$ cat config.mk
export PLATFORM = sky130hd
export DESIGN_NAME = prom_loader
export DESIGN_NICKNAME = d
export VERILOG_FILES = /design/src/rtl/prom_loader.sv
export SDC_FILE = /design/constraint.sdc
export NUM_CORES = 1
export LEC_CHECK = 0
export CAP_MARGIN = 20
export CORE_ASPECT_RATIO = 1.75
export CORE_MARGIN = 3
export CORE_UTILIZATION = 55
export DETAILED_ROUTE_END_ITERATION = 10
export PLACE_DENSITY = 0.71
export SYNTH_ARGS = -nofsm -noshare
export SYNTH_HDL_FRONTEND = slang
export SYNTH_SLANG_ARGS = --single-unit
$ cat constraint.sdc
create_clock -name CLK -period 5.3 [get_ports CLK]
set_input_delay 1.325 -clock CLK [delete_from_list [all_inputs] [get_ports CLK]]
set_output_delay 1.325 -clock CLK [all_outputs]
set_load 0.05 [all_outputs]
$ cat src/rtl/prom_loader.sv
// Program store with byte-stream loader; holds the core in reset until a program is loaded.
// Optional load checksum stage enabled by defining PROM_CKSUM_EN.
module prom_loader #(
  parameter int unsigned PC_W    = 7,
  parameter int unsigned INSTR_W = 8
) (
  input  logic               CLK,
  input  logic               RSTN,
  input  logic               LD_VALID,
  output logic               LD_READY,
  input  logic [7:0]         LD_BYTE,
  input  logic               LD_LAST,
  input  logic               RELOAD,
  input  logic [PC_W-1:0]    PC,
  output logic [INSTR_W-1:0] INSTR,
  output logic               CORE_RSTN,
  output logic               LOADED,
  output logic [PC_W:0]      WORD_CNT,
  output logic               OVF
`ifdef PROM_CKSUM_EN
  ,
  output logic               CK_ERR
`endif
);

  localparam int unsigned NB    = (INSTR_W + 7) / 8;
  localparam int unsigned ASM_W = NB * 8;
  localparam int unsigned BI_W  = (NB > 1) ? $clog2(NB) : 1;
  localparam int unsigned DEPTH = 2 ** PC_W;
  localparam int unsigned CNT_W = PC_W + 1;

`ifdef PROM_CKSUM_EN
  typedef enum logic [1:0] {S_LOAD, S_RUN, S_CHECK, S_ERR} state_t;
`else
  typedef enum logic {S_LOAD, S_RUN} state_t;
`endif

  state_t             state;
  logic [PC_W-1:0]    wr_addr;
  logic [BI_W-1:0]    byte_idx;
  logic [ASM_W-1:0]   asm_q;
  logic [INSTR_W-1:0] mem [DEPTH];
`ifdef PROM_CKSUM_EN
  logic [7:0]         ck_sum;
`endif

  logic               accept_c;
  logic               write_c;
  logic               full_c;
  logic [ASM_W-1:0]   word_c;

`ifdef PROM_CKSUM_EN
  assign LD_READY = RSTN & ((state == S_LOAD) | (state == S_CHECK));
`else
  assign LD_READY = RSTN & (state == S_LOAD);
`endif

  assign accept_c = LD_VALID & LD_READY;
  assign write_c  = accept_c & ~RELOAD & (state == S_LOAD) &
                    (LD_LAST | (byte_idx == BI_W'(NB - 1)));
  assign full_c   = (wr_addr == PC_W'(DEPTH - 1));

  // Merge the incoming byte into its little-endian lane; lanes not yet received stay 0.
  always_comb begin
    word_c = asm_q;
    for (int k = 0; k < int'(NB); k++) begin
      if (byte_idx == BI_W'(k)) word_c[8*k +: 8] = LD_BYTE;
    end
  end

  assign INSTR = (state == S_RUN) ? mem[PC] : '0;

  // Store is intentionally not reset.
  always_ff @(posedge CLK) begin
    if (write_c) mem[wr_addr] <= word_c[INSTR_W-1:0];
  end

  // Reload restarts exactly like reset, so both share one path.
  always_ff @(posedge CLK) begin
    if (!RSTN || RELOAD) begin
      state     <= S_LOAD;
      CORE_RSTN <= 1'b0;
      LOADED    <= 1'b0;
      WORD_CNT  <= '0;
      OVF       <= 1'b0;
      wr_addr   <= '0;
      byte_idx  <= '0;
      asm_q     <= '0;
`ifdef PROM_CKSUM_EN
      ck_sum    <= '0;
      CK_ERR    <= 1'b0;
`endif
    end else begin
      case (state)
        S_LOAD: begin
          if (accept_c) begin
`ifdef PROM_CKSUM_EN
            ck_sum <= 8'(ck_sum + LD_BYTE);
`endif
            if (write_c) begin
              wr_addr  <= wr_addr + PC_W'(1);
              WORD_CNT <= WORD_CNT + CNT_W'(1);
              byte_idx <= '0;
              asm_q    <= '0;
              if (LD_LAST) begin
`ifdef PROM_CKSUM_EN
                state     <= S_CHECK;
`else
                state     <= S_RUN;
                CORE_RSTN <= 1'b1;
                LOADED    <= 1'b1;
`endif
              end else if (full_c) begin
                state     <= S_RUN;
                OVF       <= 1'b1;
                CORE_RSTN <= 1'b1;
                LOADED    <= 1'b1;
              end
            end else begin
              asm_q    <= word_c;
              byte_idx <= byte_idx + BI_W'(1);
            end
          end
        end
`ifdef PROM_CKSUM_EN
        // Check byte must bring the running sum to zero.
        S_CHECK: begin
          if (accept_c) begin
            if (8'(ck_sum + LD_BYTE) == 8'h00) begin
              state     <= S_RUN;
              CORE_RSTN <= 1'b1;
              LOADED    <= 1'b1;
            end else begin
              state  <= S_ERR;
              CK_ERR <= 1'b1;
            end
          end
        end
`endif
        default: ;
      endcase
    end
  end

endmodule

==> results of run 1 <==
layout make-up:
cell class                 instances  share of cell area (%)
clock buffer                     103                   5.067
timing repair buffer             174                   3.820
sequential                      1051                   67.65
inverter                           1                0.008116
multi-input combinational        891                   19.73
clock inverter                    58                   1.207
tap                              931                   2.519
logic make-up (layout without fill, tap and decap cells):
kind of cell | count (synthesis) | in the layout | share of synthesized area, %
AND/OR/NAND/NOR | 334 | 334 | 3.700
adder cells (fa/ha/maj) | 2 | 2 | 0.06120
AO/OA/AOI/OAI | 175 | 175 | 2.990
flip-flops | 1051 | 1051 | 76.54
XOR/XNOR | 12 | 12 | 0.2571
buffers and inverters | 121 | 336 | 1.285
multiplexers | 368 | 368 | 15.16
power by group:
| group | internal, W | switching [W] | leakage (nW) |
|---|---|---|---|
| clock network | 0.00366 | 0.00290 | 1.41 |
| logic | 0.000314 | 0.000500 | 3.93 |
| registers | 0.00911 | 0.00000326 | 9.42 |
what timing repair did:
action	4_1_cts	5_1_grt
resized for setup	7	3
setup buffers	0	0
endpoints found under the setup margin	3	4
gates cloned	0	1
sequential cells by signal (all words and copies together), names as in the netlist:
register  count
mem        1024
WORD_CNT      8
asm_q         8
wr_addr       7
LOADED        1
OVF           1
byte_idx      1
state         1
worst reg2reg max path, stage by stage, from the launching register on:
cell and delay (ns):
sky130_fd_sc_hd__dfxtp_1 0.56, sky130_fd_sc_hd__nand3b_1 0.29, sky130_fd_sc_hd__buf_4 0.18, sky130_fd_sc_hd__nor3_1 0.58, sky130_fd_sc_hd__buf_4 0.30, sky130_fd_sc_hd__nand4_1 0.15, sky130_fd_sc_hd__buf_4 0.32, sky130_fd_sc_hd__nor2_1 0.78
path summary, 6_finish.rpt:
path	to	slack [ns]	cells past startpoint
hold reg to reg	OVF	0.50	2
setup / recovery	INSTR[0]	0.01	11
hold / removal	OVF	0.50	2
setup reg to reg	mem[55][1]	1.77	7
through the flow:
stage / total power, W / cells / instance area (sq um) / util [%] / worst slack, ns
floorplan: 0.009762 / 2063 / 40880 / - / 0.6238
global placement: 0.01008 / 3045 / 43250 / 59.03 / -0.2051
detailed placement: 0.01010 / 3045 / 43250 / 59.03 / -0.1804
CTS: 0.01656 / 3206 / 46170 / 63.01 / 0.006235
global route: 0.01690 / 3209 / 46250 / 63.13 / 0.002291
finish: 0.01648 / 3209 / 46250 / 63.13 / 0.01148
synthesized netlist by cell type (all sizes together), types with 2 or more instances:
master	number	share of area (%)
o21ai	19	0.23
ha	2	0.061
o32a	2	0.049
or2	2	0.031
mux4	200	11
o221ai	6	0.13
mux2i	158	3.9
a21oi	27	0.33
mux2	10	0.28
buf	61	0.73
a31oi	2	0.031
edfxtp	1024	75
nor2	176	1.6
a221oi	6	0.13
nand2b	4	0.061
o22ai	6	0.092
a211oi	6	0.11
nand2	30	0.28
xnor2	3	0.064
dfxtp	27	1.3
and3	2	0.031
nor3	13	0.16
nand3	57	0.70
nand4	12	0.18
a22oi	88	1.6
and2	4	0.061
xor2	9	0.19
a32oi	7	0.15
clkbuf	59	0.54
nor2b	20	0.31
o41ai	2	0.043
nand3b	2	0.037
nor3b	4	0.073
or3	2	0.031
metal layers:
layer  track usage (%)  routed length (um)  vias up
met1             32.10               35020    10840
li1                  -                   -     8746
met5                 0                  13        -
met3             4.022                6671      236
met2             45.68               52900      990
met4             11.69                5112        2
==> summary.md, run 1 <==
| Metric | Value |
|---|---|
| HP Class | reg2reg |
| Die Span X | roughly 210 um |
| Die height | 366.7 um |
| Final total negative setup slack | 0 ns |
| Growth of design area from synthesis to finish | 13.14% |
| Final #Nets | roughly 2,200 |
| F_max | roughly 0.19 GHz |
| Post-Syn Nets | approximately 2,100 |
| Floorplan die area | slightly below 0.08 sq mm |
| Largest net degree at the start of global routing | between 100 and 150 |
| Yosys warnings | 0 |
| Post-synthesis sequential area ratio | about three quarters |
| Reported max-cap violation count | 0 |
| Clock Pin Slew Worst Setup and Hold Paths | around 0.060 ns |
| Synth Instances | slightly above 2,000 |
| R2r startpoint | state |
| Classification of the worst setup path | in2out |
| Core Box Area | around 0.073 sq mm |
| CP Data Arrival Time | 3.96 ns |
| Mean Syn Cell Area | 19.82 sq um |
| First-pass GRT wire length | 146,000 um |
| Area occupied by multi-input gates | approximately 0.0091 sq mm |
| Nature of the critical path endpoint | output port |
| Total Routing Usage GR | around a quarter |
| Sequential cell area | between 0.03 and 0.04 sq mm |
| Count of filler cells inserted in the layout | roughly 4,800 |
| Top cell by count, worst path | sky130_fd_sc_hd__buf_12 |
| Number of placement rows | between 100 and 150 |
| Worst Skew | 0.01948 ns |
| Sequence of cells on the critical path | clkdlybuf4s50_1 -> buf_12 -> buf_4 -> nand2_1 -> buf_12 -> a211oi_1 -> a21oi_1 -> nand3_1 -> nand3_1 -> buf_4 -> buf_12 |
| CP max stage cell | sky130_fd_sc_hd__clkdlybuf4s50_1 |
| Critical path origin | PC[4] |
| DP Wirelength | around 64,000 um |
| CTS HTree Levels | 3 |
| Smallest hold slack | 0.4959 ns |
| Antenna viol nets, final | 0 |
| Summed instance area of the synthesized netlist | between 0.04 and 0.05 sq mm |
| GR Overflow Total | 0 |
| Worst-Margin Slew | around 1.1 ns |
| Worst-case headroom to the max-slew limit | 28.46% |
| Number of top-level pins | 40 |
| Clock buffer depth | 3 |
| Number of max-slew violations in the final report | 0 |
| Worst hold start | OVF |
| Element type at the critical path start | input pin |
| Worst path required time | 3.97 ns |
| Number of DRC markers after the initial detailed-route iteration | 2,176 |
| Hold bufs inserted after CTS | 0 |
| Setup violation total in the final timing report | 0 |
| Number of storage elements in the synthesis netlist | about 1,100 |
| CTS tree | yes |
| Share of post-route cells with drive strength above 1 | between 20% and 30% |
| Total clock buffers created by CTS | 88 |
| EDFF count, synth | between 1,000 and 1,500 |
| Leading cell type in the layout, fill and taps excluded | sky130_fd_sc_hd__edfxtp_1 |
| Hold violation count in the final report | 0 |
| Routed wire length per instance | around 31 um |
| Outcome | completed |
| Number of antenna violations at the first check in global routing | 2 |
| Commonest non-fill, non-tap cells in the layout | sky130_fd_sc_hd__edfxtp_1 (1,024), sky130_fd_sc_hd__mux4_2 (200), sky130_fd_sc_hd__nor2_1 (175) |
| Num Clock Sinks | about 1,100 |
| Buffering stage count on the worst path with inverters included | 6 |
| Vias per std cell | around 6.5 |
| RSZ-0062 raised after global routing | false |
| Period minus WS final | 5.289 ns |
| Largest fanout of any net on the critical path | 18 |
| Power per cell area | 356.4 mW/mm^2 |
| Largest vdd supply drop | around 300 uV |
| Port Buffer Count | 39 |
| Clock latency of the later-clocked register in the worst-skew pair | between 0.6 and 0.7 ns |
| Primary FF master, synth | sky130_fd_sc_hd__edfxtp_1 |
| Via count of the routed design | ~21,000 |
| Share of flip-flops with an asynchronous set or reset | 0% |
| Length of the first detailed-routing pass in iterations | 7 |
| Weighted congestion reported at the end of routability-driven placement | approximately 0.92 |
| Final Cycle Share | between 90% and 100% |
| Total detailed-routing wirelength | 99,720 um |
| Number of library cell types mapped by synthesis | 51 |
| Category of cells accounting for the largest share of critical-path delay | buffers and inverters |
| Slowest Stage Delay on Critical Path | about 0.45 ns |
| Clock tree root buffer cell | sky130_fd_sc_hd__clkbuf_16 |
| Antenna Diode Count | 0 |
| Static Leak | ~15 nW |
| DRC violations left | 0 |
| Effective utilization at floorplan | between 50% and 60% |
| Via count of the first global-routing pass | 21,410 |
Power figures use the tool's default switching activity.
==> inputs of run 2 (changes only) <==
--- a/config.mk
+++ b/config.mk
@@ -6,11 +6,13 @@
 export NUM_CORES = 1
 export LEC_CHECK = 0
 export CAP_MARGIN = 20
+export CELL_PAD_IN_SITES_DETAIL_PLACEMENT = 1
+export CELL_PAD_IN_SITES_GLOBAL_PLACEMENT = 2
 export CORE_ASPECT_RATIO = 1.75
 export CORE_MARGIN = 3
-export CORE_UTILIZATION = 55
+export CORE_UTILIZATION = 52
 export DETAILED_ROUTE_END_ITERATION = 10
-export PLACE_DENSITY = 0.71
+export PLACE_DENSITY_LB_ADDON = 0.1
 export SYNTH_ARGS = -nofsm -noshare
 export SYNTH_HDL_FRONTEND = slang
 export SYNTH_SLANG_ARGS = --single-unit
==> run 2 against run 1 <==
Compared with the run above:
- combinational power down 0.5%
- clock power up 9.9%
- total power up 3.9%
- sequential cell count unchanged
- cell count up 3.2%
- clock skew down 0.0045 ns
- routed wire length up 6.9%
- final area up 1.1%
- register-to-register slack better by 0.03 ns
- largest cell class unchanged
==> summary.md, run 2 (synthesis gave the netlist of run 1 again) <==
| Metric | Value |
|---|---|
| Leading cell type in the layout, fill and taps excluded | sky130_fd_sc_hd__edfxtp_1 |
| Antenna viol nets, final | 0 |
| Num Clock Sinks | between 1,000 and 1,500 |
| CP Data Arrival Time | between 3 and 4 ns |
| Count of filler cells inserted in the layout | roughly 6,600 |
| CTS tree | yes |
| Most flops, register | mem |
| Clock buffer depth | 3 |
| Worst-case headroom to the max-slew limit | between 20 and 30% |
| Commonest non-fill, non-tap cells in the layout | sky130_fd_sc_hd__edfxtp_1 (1,024), sky130_fd_sc_hd__mux4_2 (200), sky130_fd_sc_hd__nor2_1 (175) |
| Static Leak | approximately 15 nW |
| Number of placement rows | between 100 and 150 |
| Number of DRC markers after the initial detailed-route iteration | approximately 1,900 |
| Via count of the routed design | slightly above 20,000 |
| Effective utilization at floorplan | a little over half |
| Final Cycle Share | between 90 and 100% |
| End of the worst register-to-register path | mem[102][0] |
| Floorplan die area | between 0.08 and 0.09 sq mm |
| Hold violation count in the final report | 0 |
| Outcome | completed |
| Die height | about 380 um |
| Filler-free cell count of the finished design | between 3,000 and 4,000 |
| R2r worst-path depth | 5 |
| Number of top-level pins | 40 |
| Registers with the most flip-flops | mem x1024, WORD_CNT x8, asm_q x8 |
| Worst path required time | 3.97 ns |
| Final Power | around 0.017 W |
| Growth of design area from synthesis to finish | 14.33% |
| Via count of the first global-routing pass | between 20,000 and 25,000 |
| Largest fanout of any net on the critical path | 17 |
| Port Buffer Count | 39 |
| Element type at the critical path start | input pin |
| Nature of the critical path endpoint | output port |
| Largest net degree at the start of global routing | about 130 |
| Power per cell area | around 370 mW/mm^2 |
| Clock latency of the later-clocked register in the worst-skew pair | 0.68 ns |
| Vias per std cell | about 6.2 |
| Reported max-cap violation count | 0 |
| Weighted congestion reported at the end of routability-driven placement | 0.8331 |
| Antenna Diode Count | 0 |
| F_max | 0.1921 GHz |
| Clock Pin Slew Worst Setup and Hold Paths | approximately 0.070 ns |
| RSZ-0062 raised after global routing | false |
| Total Routing Usage GR | a little over a quarter |
| Share of post-route cells with drive strength above 1 | between 20% and 30% |
| First-pass GRT wire length | about 160,000 um |
| Sequential cell area | between 0.03 and 0.04 sq mm |
| Number of max-slew violations in the final report | 0 |
| Worst Skew | 0.01502 ns |
| Core Box Area | between 0.07 and 0.08 sq mm |
| Largest vdd supply drop | 271.2 uV |
| Total clock buffers created by CTS | around 90 |
| Die Span X | 218.0 um |
| Total detailed-routing wirelength | 106,600 um |
| R2r startpoint | state |
| DRC violations left | 0 |
| Routed wire length per instance | approximately 32 um |
| Number of antenna violations at the first check in global routing | 0 |
| CTS HTree Levels | 3 |
| GR Overflow Total | 0 |
| Classification of the worst setup path | in2out |
| Cells on Worst Hold Path | 2 |
| Clock tree root buffer cell | sky130_fd_sc_hd__clkbuf_16 |
| Max reg flops | 1,024 |
| Length of the first detailed-routing pass in iterations | 7 |
| DP Wirelength | between 70,000 and 80,000 um |
| Final #Nets | about 2,200 |
| Worst-Margin Slew | around 1.1 ns |
| Cell count after placement | roughly 3,100 |
| Worst-case register-to-register setup slack | about 1.8 ns |
| Area occupied by multi-input gates | between 0.009 and 0.01 sq mm |
| Setup violation total in the final timing report | 0 |
| HP Class | reg2reg |
| Period minus WS final | between 5 and 6 ns |
| Post-CTS setup repair buffer count | 0 |
| WHS Endpoint | LOADED |
| Worst hold start | LOADED |
-- run 2: changes by cell type in the layout (fill, tap and decap cells not counted), sizes merged --
cell           delta
buf               -3
clkbuf            +4
clkdlybuf4s50     -1
clkinv            +3
clkinvlp          -4
bufinv            +7
dlymetal6s2s      +1
-- run 2: how the worst max path moves through the flow --
stage | to | cells after the start | startpoint
floorplan | INSTR[4] | 8 | PC[0]
global placement | INSTR[2] | 9 | PC[0]
detailed placement | INSTR[2] | 9 | PC[0]
CTS | INSTR[4] | 12 | PC[4]
global route | INSTR[7] | 9 | PC[0]
finish | INSTR[2] | 9 | PC[0]
-- run 2: per-stage QoR --
stage / setup TNS, ns / utilization [%] / hold slack (ns) / setup slack [ns] / instance area (sq um)
after CTS: 0 / 60.00 / 0.5065 / 0.002070 / 46620
after floorplan: 0 / - / 0.4717 / 0.6238 / 40880
after global placement: -0.8426 / 55.69 / 0.4802 / -0.3594 / 43270
final: 0 / 60.15 / 0.4997 / 0.09490 / 46740
after detailed placement: -0.7563 / 55.69 / 0.4871 / -0.4322 / 43270
after global routing: 0 / 60.15 / 0.5361 / 0.04552 / 46740
-- run 2: area by class of cell --
class	count	area share [%]
sequential	1051	66.95
multi-input combinational	891	19.67
clock buffer	107	5.341
timing repair buffer	171	3.657
tap	1027	2.749
clock inverter	64	1.628
inverter	1	0.008031
-- run 2: layer usage --
layer  vias up  GRT usage (%)  wire, um
met2       612          48.91     59140
met3       179          3.126      4688
li1       8745              -         -
met5         -              0         0
met1     10940          31.26     37880
met4         0          11.58      4913
-- run 2: report_power, final --
part           internal [W]  switching (W)  total [W]
Sequential          0.00911     0.00000336    0.00911
Combinational      0.000308       0.000502   0.000810
Clock               0.00421        0.00300    0.00721
Total                0.0136        0.00350     0.0171
-- run 2: critical path, stage by stage --
cell                        delay (ns)
sky130_fd_sc_hd__buf_12           0.19
sky130_fd_sc_hd__buf_12           0.20
sky130_fd_sc_hd__mux4_2           0.54
sky130_fd_sc_hd__mux2_2           0.29
sky130_fd_sc_hd__a22oi_2          0.26
sky130_fd_sc_hd__o2111ai_2        0.23
sky130_fd_sc_hd__o41ai_4          0.42
sky130_fd_sc_hd__nand3_4          0.17
sky130_fd_sc_hd__buf_4            0.23
-- run 2: what timing repair did --
action,CTS,global route
resized for setup,14,4
pin swaps,2,1
hold buffers,0,0
gates cloned,0,1
setup endpoints to repair,7,7
